$ cat src/rtl/seq_priority_encoder.sv
// Sequential 8:3 encoder: accepts a multi-hot word and emits the index of each
// set bit, lowest first, one beat per accepted transfer.
module seq_priority_encoder #(
    parameter int W     = 8,
    parameter int IDX_W = 3
) (
    input  logic             clk,
    input  logic             rst,
    input  logic             in_valid,
    output logic             in_ready,
    input  logic [W-1:0]     in_word,
    output logic             out_valid,
    input  logic             out_ready,
    output logic [IDX_W-1:0] out_idx,
    output logic             out_last,
    output logic             zero_flag,
    output logic             busy
);

    typedef enum logic {IDLE, EMIT} state_t;

    state_t           state, state_n;
    logic [W-1:0]     pending, pending_n, rem;
    logic             in_ready_n, out_valid_n, out_last_n, zero_flag_n, busy_n;
    logic [IDX_W-1:0] out_idx_n;

    function automatic logic [IDX_W-1:0] lsb_idx(input logic [W-1:0] v);
        logic [IDX_W-1:0] r;
        r = '0;
        for (int i = W - 1; i >= 0; i--)
            if (v[i]) r = IDX_W'(i);
        return r;
    endfunction

    function automatic logic single_bit(input logic [W-1:0] v);
        return (v != '0) && ((v & (v - W'(1))) == '0);
    endfunction

    // Clearing the lowest set bit is exactly the bit currently on out_idx.
    assign rem = pending & (pending - W'(1));

    always_comb begin
        state_n     = state;
        pending_n   = pending;
        in_ready_n  = in_ready;
        out_valid_n = out_valid;
        out_idx_n   = out_idx;
        out_last_n  = out_last;
        zero_flag_n = 1'b0;
        busy_n      = busy;
        case (state)
            IDLE: begin
                in_ready_n = 1'b1;
                if (in_valid && in_ready) begin
                    if (in_word != '0) begin
                        state_n     = EMIT;
                        pending_n   = in_word;
                        in_ready_n  = 1'b0;
                        out_valid_n = 1'b1;
                        busy_n      = 1'b1;
                        out_idx_n   = lsb_idx(in_word);
                        out_last_n  = single_bit(in_word);
                    end else begin
                        zero_flag_n = 1'b1;
                    end
                end
            end
            EMIT: begin
                if (out_valid && out_ready) begin
                    if (out_last) begin
                        state_n     = IDLE;
                        pending_n   = '0;
                        in_ready_n  = 1'b1;
                        out_valid_n = 1'b0;
                        busy_n      = 1'b0;
                        out_idx_n   = '0;
                        out_last_n  = 1'b0;
                    end else begin
                        pending_n  = rem;
                        out_idx_n  = lsb_idx(rem);
                        out_last_n = single_bit(rem);
                    end
                end
            end
            default: state_n = IDLE;
        endcase
    end

    always_ff @(posedge clk or posedge rst) begin
        if (rst) begin
            state     <= IDLE;
            pending   <= '0;
            in_ready  <= 1'b0;
            out_valid <= 1'b0;
            out_idx   <= '0;
            out_last  <= 1'b0;
            zero_flag <= 1'b0;
            busy      <= 1'b0;
        end else begin
            state     <= state_n;
            pending   <= pending_n;
            in_ready  <= in_ready_n;
            out_valid <= out_valid_n;
            out_idx   <= out_idx_n;
            out_last  <= out_last_n;
            zero_flag <= zero_flag_n;
            busy      <= busy_n;
        end
    end

endmodule
$ cat config.mk
export PLATFORM = sky130hd
export DESIGN_NAME = seq_priority_encoder
export DESIGN_NICKNAME = d
export VERILOG_FILES = /design/src/rtl/seq_priority_encoder.sv
export SDC_FILE = /design/constraint.sdc
export NUM_CORES = 1
export LEC_CHECK = 0
export BUFFER_PORTS_ARGS = -buffer_cell sky130_fd_sc_hd__buf_2
export CORE_MARGIN = 2
export CORE_UTILIZATION = 40
export CTS_BUF_LIST = sky130_fd_sc_hd__clkbuf_2
export DETAILED_ROUTE_END_ITERATION = 12
export GPL_TIMING_DRIVEN = 0
export RECOVER_POWER = 100
export SLEW_MARGIN = 20
export SYNTH_ARGS = -nofsm -noshare
export SYNTH_HDL_FRONTEND = slang
export SYNTH_SLANG_ARGS = --single-unit
export TNS_END_PERCENT = 50
$ cat constraint.sdc
create_clock -name clk -period 2.2 [get_ports clk]
set_clock_uncertainty 0.15 [all_clocks]
set_input_delay 0.22 -clock clk [delete_from_list [all_inputs] [get_ports clk]]
set_output_delay 0.22 -clock clk [all_outputs]
set_load 0.1 [all_outputs]
### Word-level counts from Yosys, hierarchy flattened

Cells that the tools add are included.

| storage, ports and cells | value |
|---|---|
| register bits | 16 |
| output and inout bits | 8 |
| word-level logic and storage cells | 77 |

| operators by class | value |
|---|---|
| bitwise logic cells | 4 |
| reductions and logical operators | 11 |
| multiplexer cells | 48 |
| equality and inequality tests | 4 |
| add/sub/neg operators | 3 |

Operator list:

| operator | count |
|---|---|
| 2-to-1 mux 3 bit | 20 |
| 2-to-1 mux 8 bit | 4 |
| AND 8 bit | 3 |
| subtractor 8 x 1 -> 8 bit (second input constant) | 3 |
| 2-to-1 mux 1 bit | 18 |
| logical NOT 8 bit | 2 |
| case mux 8 bit (2 select lines) | 1 |
| nonzero test 8 bit | 2 |
| case mux 1 bit (2 select lines) | 4 |
| inequality test 2 bit (second input constant) | 3 |
| case mux 3 bit (2 select lines) | 1 |
| logical AND 1 bit | 4 |
| AND reduction 4 bit | 1 |
| AND reduction 3 bit | 1 |
| inequality test 2 x 1 -> 1 bit (second input constant) | 1 |
| AND reduction 2 bit | 1 |
| inverter 1 bit | 1 |

### Logic depth before layout (Yosys ltp)

| logic depth | value |
|---|---|
| depth after elaboration | 13 |
| gate-level depth with buffers | 8 |
| depth with buffers taken out | 5 |

### Worst setup path before layout

No wires, ideal clock.

| timing | value |
|---|---|
| path type | flip-flop to flip-flop |
| start point | register in_ready |
| end point | register pending[2] |
| data required time | 1,929 ps |
| stages on the path, launching flop included | 8 |
| period minus slack after synthesis | 2,333 ps |
| setup slack | -133 ps |
| data arrival time | 2,062 ps |
| library setup time | 121 ps |
| cell sequence | dfrtp_1 > and3b_1 > clkbuf_1 > o31ai_4 > nand2_4 > buf_6 > nand2_1 > a22o_2 |

| on the way | value |
|---|---|
| cells in the longest elaborated chain, start to end | 3 |

RTL lines:

| what | RTL line | RTL |
|---|---|---|
| from (decl) | 10 | `output logic in_ready,` |
| from (signal assigned) | 102 | `in_ready <= in_ready_n;` |
| logical AND 1 bit | 54 | `if (in_valid && in_ready) begin` |
| inequality test 2 bit (no source line) | - |  |
| AND reduction 3 bit (no source line) | - |  |
| to (signal assigned) | 101 | `pending <= pending_n;` |
| to (decl) | 23 | `logic [W-1:0] pending, pending_n, rem;` |

Every way passes these cells.
A chain may end at the register's enable or synchronous reset.

### Worst setup path in the final report

| timing | value |
|---|---|
| start point | register pending[5] |
| end point | register out_last |

| on the way | value |
|---|---|
| cells in the longest elaborated chain, start to end | 9 |
| elaborated cells between the ends (all ways) | 10 |

RTL lines:

| what | RTL line | RTL |
|---|---|---|
| subtractor 8 x 1 -> 8 bit | 40 | `assign rem = pending & (pending - W'(1));` |
| AND 8 bit (*) | 40 |  |
| subtractor 8 x 1 -> 8 bit | 36 | `return (v != '0) && ((v & (v - W'(1))) == '0);` |
| AND 8 bit | 36 |  |
| logical NOT 8 bit | 36 |  |
| logical AND 1 bit (*) | 36 |  |
| 2-to-1 mux 1 bit (*) | 70 | `if (out_last) begin` |
| 2-to-1 mux 1 bit (*) | 69 | `if (out_valid && out_ready) begin` |
| case mux 1 bit (2 select lines) (*) | 51 | `case (state)` |
| to (signal assigned) | 105 | `out_last <= out_last_n;` |
| to (decl) | 15 | `output logic out_last,` |

Every way passes the cells marked *; elsewhere a longest branch is shown, timed or not. The select of a mux whose other input is x is not followed.

==> results by group <==
Run status
  – Outcome: finished, violations left
  – Failing checks: setup timing

CTS
  – # H-tree levels: 1
  – Clock-pin slew on the worst setup and hold paths: 0.17 ns
  – Skew-Pair Late Insertion Delay: 0.30 ns
  – Clock buffer count from CTS: 3
  – Clock Path Buffers: 2
  – Root Buffer: clkbuf_2
  – CTS tree: built
  – Clock sink count: 16

Synthesis
  – Syn avg cell area: 8.172 µm²
  – Mux cell area share after synthesis: around 1.9%
  – Largest family of logic cells by synthesized area: compound AO/OA/AOI/OAI gates
  – Top cell types by occurrence after synthesis: dfrtp_1, o21ai_0, nand2_1, nor2_1, nand3_1
  – Ranking of synthesized cells by area: dfrtp_1, o21ai_0, nand2_1
  – Seq cells post-synth: 16
  – Mapped Area: 1185 µm²
  – Asr flop ratio synth: 100.0%
  – Post-synthesis simple-gate area fraction: 24.92%
  – Net Count, Synth: ~160
  – Leading area contributor after synthesis: dfrtp_1
  – Post-synth EDFFs: 0
  – Compound-Gate Fraction of Synth Area: between 20% and 30%
  – Synth Area in XOR/XNOR: 1.478%
  – Post-Syn Instances: ~150
  – Sequential-to-total area share from yosys stat: between 30% and 40%
  – Synth top area share: between 30% and 40%
  – Synth cell types: 40
  – Synthesis Warnings: 0
  – Post-synthesis adder-cell area fraction: 1.690%
  – Post-synth top flop: dfrtp_1

Layout
  – Area of the multi-input gates: 713.2 µm²
  – Final nets: 186
  – Layout cell share with drive strength beyond 1: 25.43%
  – Number of diodes: 0
  – Reg area: between 400 and 500 µm²
  – Fillers: 291
  – Synthesis-to-finish area growth: 18.90%
  – Cell area after layout: 1409 µm²

STA
  – Hold WS: 0.04468 ns
  – Max-slew violations: 0
  – Final min period: 2.332 ns
  – Setup_tns: -0.1317 ns
  – Finish-stage setup viols: 1
  – Final setup margin: -0.1317 ns
  – Final hold viol count: 0
  – Slew @ Worst Pin: 1.169 ns
  – Final Cycle Share: 106.0%
  – RSZ-0062 raised after global routing: true
  – Relative slew slack: 22.40%
  – FMAX: 428.9 MHz

Global routing
  – Top Usage Layer GRT: met2
  – First-pass GRT wire length: 5181 µm
  – GR Util met2: 31.30%
  – Antenna violations before repair: 0
  – Met1 Use GR: 28.65%
  – Gr ovfl total: 0
  – Global Route met3 Usage: 3.956%
  – Largest net degree at the start of global routing: 17
  – Vias in the first global route: 1074
  – Total Routing Usage GR: 19.97%

Power
  – Final Power: 2.442 mW
  – Sw Share: 57.07%
  – Cell internal pwr: between 1 and 1.5 mW
  – Pwr Density: 1733 nW/µm²
  – Flop pwr share: 23.2%
  – NetSw: 1.394 mW
  – P_leak: 0.6076 nW
  – Maximum VDD drop: approximately 1400 µV
  – Combinational power share: 71.1%
  – Clock share of power: 5.7%

Worst setup path
  – Worst flop-to-flop path startpoint: pending[5]
  – WP data arrival: 2.40 ns
  – Worst EP required: 2.27 ns
  – Critical-path cell list: buf_6 -> or4_4 -> o21ai_4 -> mux2_4 -> mux2_4 -> o211ai_1
  – Slowest cell on the critical path: or4_4
  – Type of origin of the critical path: flop
  – Max stage delay on crit path: about 0.58 ns
  – Crit path kind: reg2reg
  – Top cell by count, worst path: mux2_4
  – Crit. Startpoint: pending[5]
  – Worst-path fanout max: 4
  – Endpoint class of the critical path: flop

Floorplanning
  – CORE AREA: 2781 µm²
  – Starting density of the core: 42.60%
  – Top Ports: 20
  – Die width: between 50 and 60 µm
  – Die area: 3413 µm²
  – Chip Height: 58.43 µm
  – Number of core rows: 19

Drt
  – Total wire length: 3274 µm
  – DRT antenna net count: 0
  – DR vias: roughly 1200
  – DRT iter0 DRCs: 57
  – Drt via density: 5.990
  – DR pass1 iterations: 6
  – Routed len/inst: roughly 16 µm
  – Drt drc: 0

Worst hold path
  – Worst hold-check path type: in2reg
  – Worst Hold Launch: in_word[2]

Place
  – Hpwl dp: 2277 µm
  – Dpl ws: -0.1770 ns
  – Routability cong.: 0.8847
  – Placement Cell Area: approximately 1300 µm²
  – Port bufs: 18

Run
  – Max-Cap Viols: 0
-- power groups by stage --
| stage | combinational, mW | sequential [mW] | clock, mW |
|---|---|---|---|
| after floorplan | 0.927 | 0.869 | 0 |
| after global placement | 1.57 | 0.521 | 0 |
| after detailed placement | 1.58 | 0.529 | 0 |
| after CTS | 1.61 | 0.525 | 0.141 |
| after global routing | 1.87 | 0.586 | 0.152 |
| final | 1.74 | 0.568 | 0.138 |
-- state kept, by name, indices dropped and copies added (netlist names) --
register / count
in_ready: 1
out_last: 1
out_idx: 3
busy: 1
pending: 8
zero_flag: 1
state: 1
-- routing by layer --
metal  up-vias  routed length, µm
met4         0                 34
met1       597               1579
li1        583                  -
met5         -                  0
met3         4                127
met2        38               1533
-- layout by cell type (no fill, tap or decap), drive strengths merged, types with 3 or more instances in the layout --
| cell | n |
|---|---|
| a22o | 6 |
| nand3 | 8 |
| o211ai | 6 |
| a21oi | 7 |
| a31oi | 3 |
| clkbuf | 16 |
| nor4 | 3 |
| or2 | 3 |
| nor2b | 5 |
| nand2 | 16 |
| buf | 23 |
| o21ai | 16 |
| nor3 | 4 |
| dfrtp | 16 |
| inv | 6 |
| nor2 | 9 |
| o31ai | 3 |
-- critical path: cells and delay by family, from the launching register on --
kind,cells,cell delay (ns)
mux,2,0.60
compound gates,2,0.37
buf+inv,1,0.12
flops,1,0.41
simple gates,1,0.58
-- final timing paths --
check / slack (ns) / cells after the start / endpoint
worst max-delay path: -0.13 / 6 / out_last
worst min-delay path: 0.04 / 2 / pending[2]
worst max register to register: -0.13 / 6 / out_last
worst min register to register: 0.40 / 1 / in_ready
max in group asynchronous: 1.11 / 3 / in_ready
min in group asynchronous: 0.35 / 3 / zero_flag
-- kinds of logic (layout without fill, tap and decap cells) --
family,count (synthesis),in the layout
flops,16,16
xor+xnor,2,2
mux,2,2
simple gates,56,56
compound gates,48,48
fa+ha+maj,2,2
buf+inv,19,47
-- area by class of cell --
cell class                 count  area share (%)
buffer                        12           5.240
clock buffer                   3           1.066
clock inverter                 1          0.2664
inverter                       6           1.599
multi-input combinational    110           50.62
sequential                    16           28.51
tap                           31           2.753
timing repair buffer          25           9.947
-- repair_timing --
item                                    in CTS  in global routing
setup buffers                                0                  6
pin swaps                                    1                  3
hold buffers                                 1                  0
hold endpoints to repair                    16                  0
endpoints found under the setup margin       4                  4
resized for setup                            3                  8
cloned                                       0                  0
-- per-stage QoR --
stage	utilization (%)	std cells
after floorplan	-	145
after global placement	47.28	194
after detailed placement	47.28	194
after CTS	48.67	199
after global routing	50.65	204
final	50.65	204
Note: power is estimated with default switching activity, not from simulation.
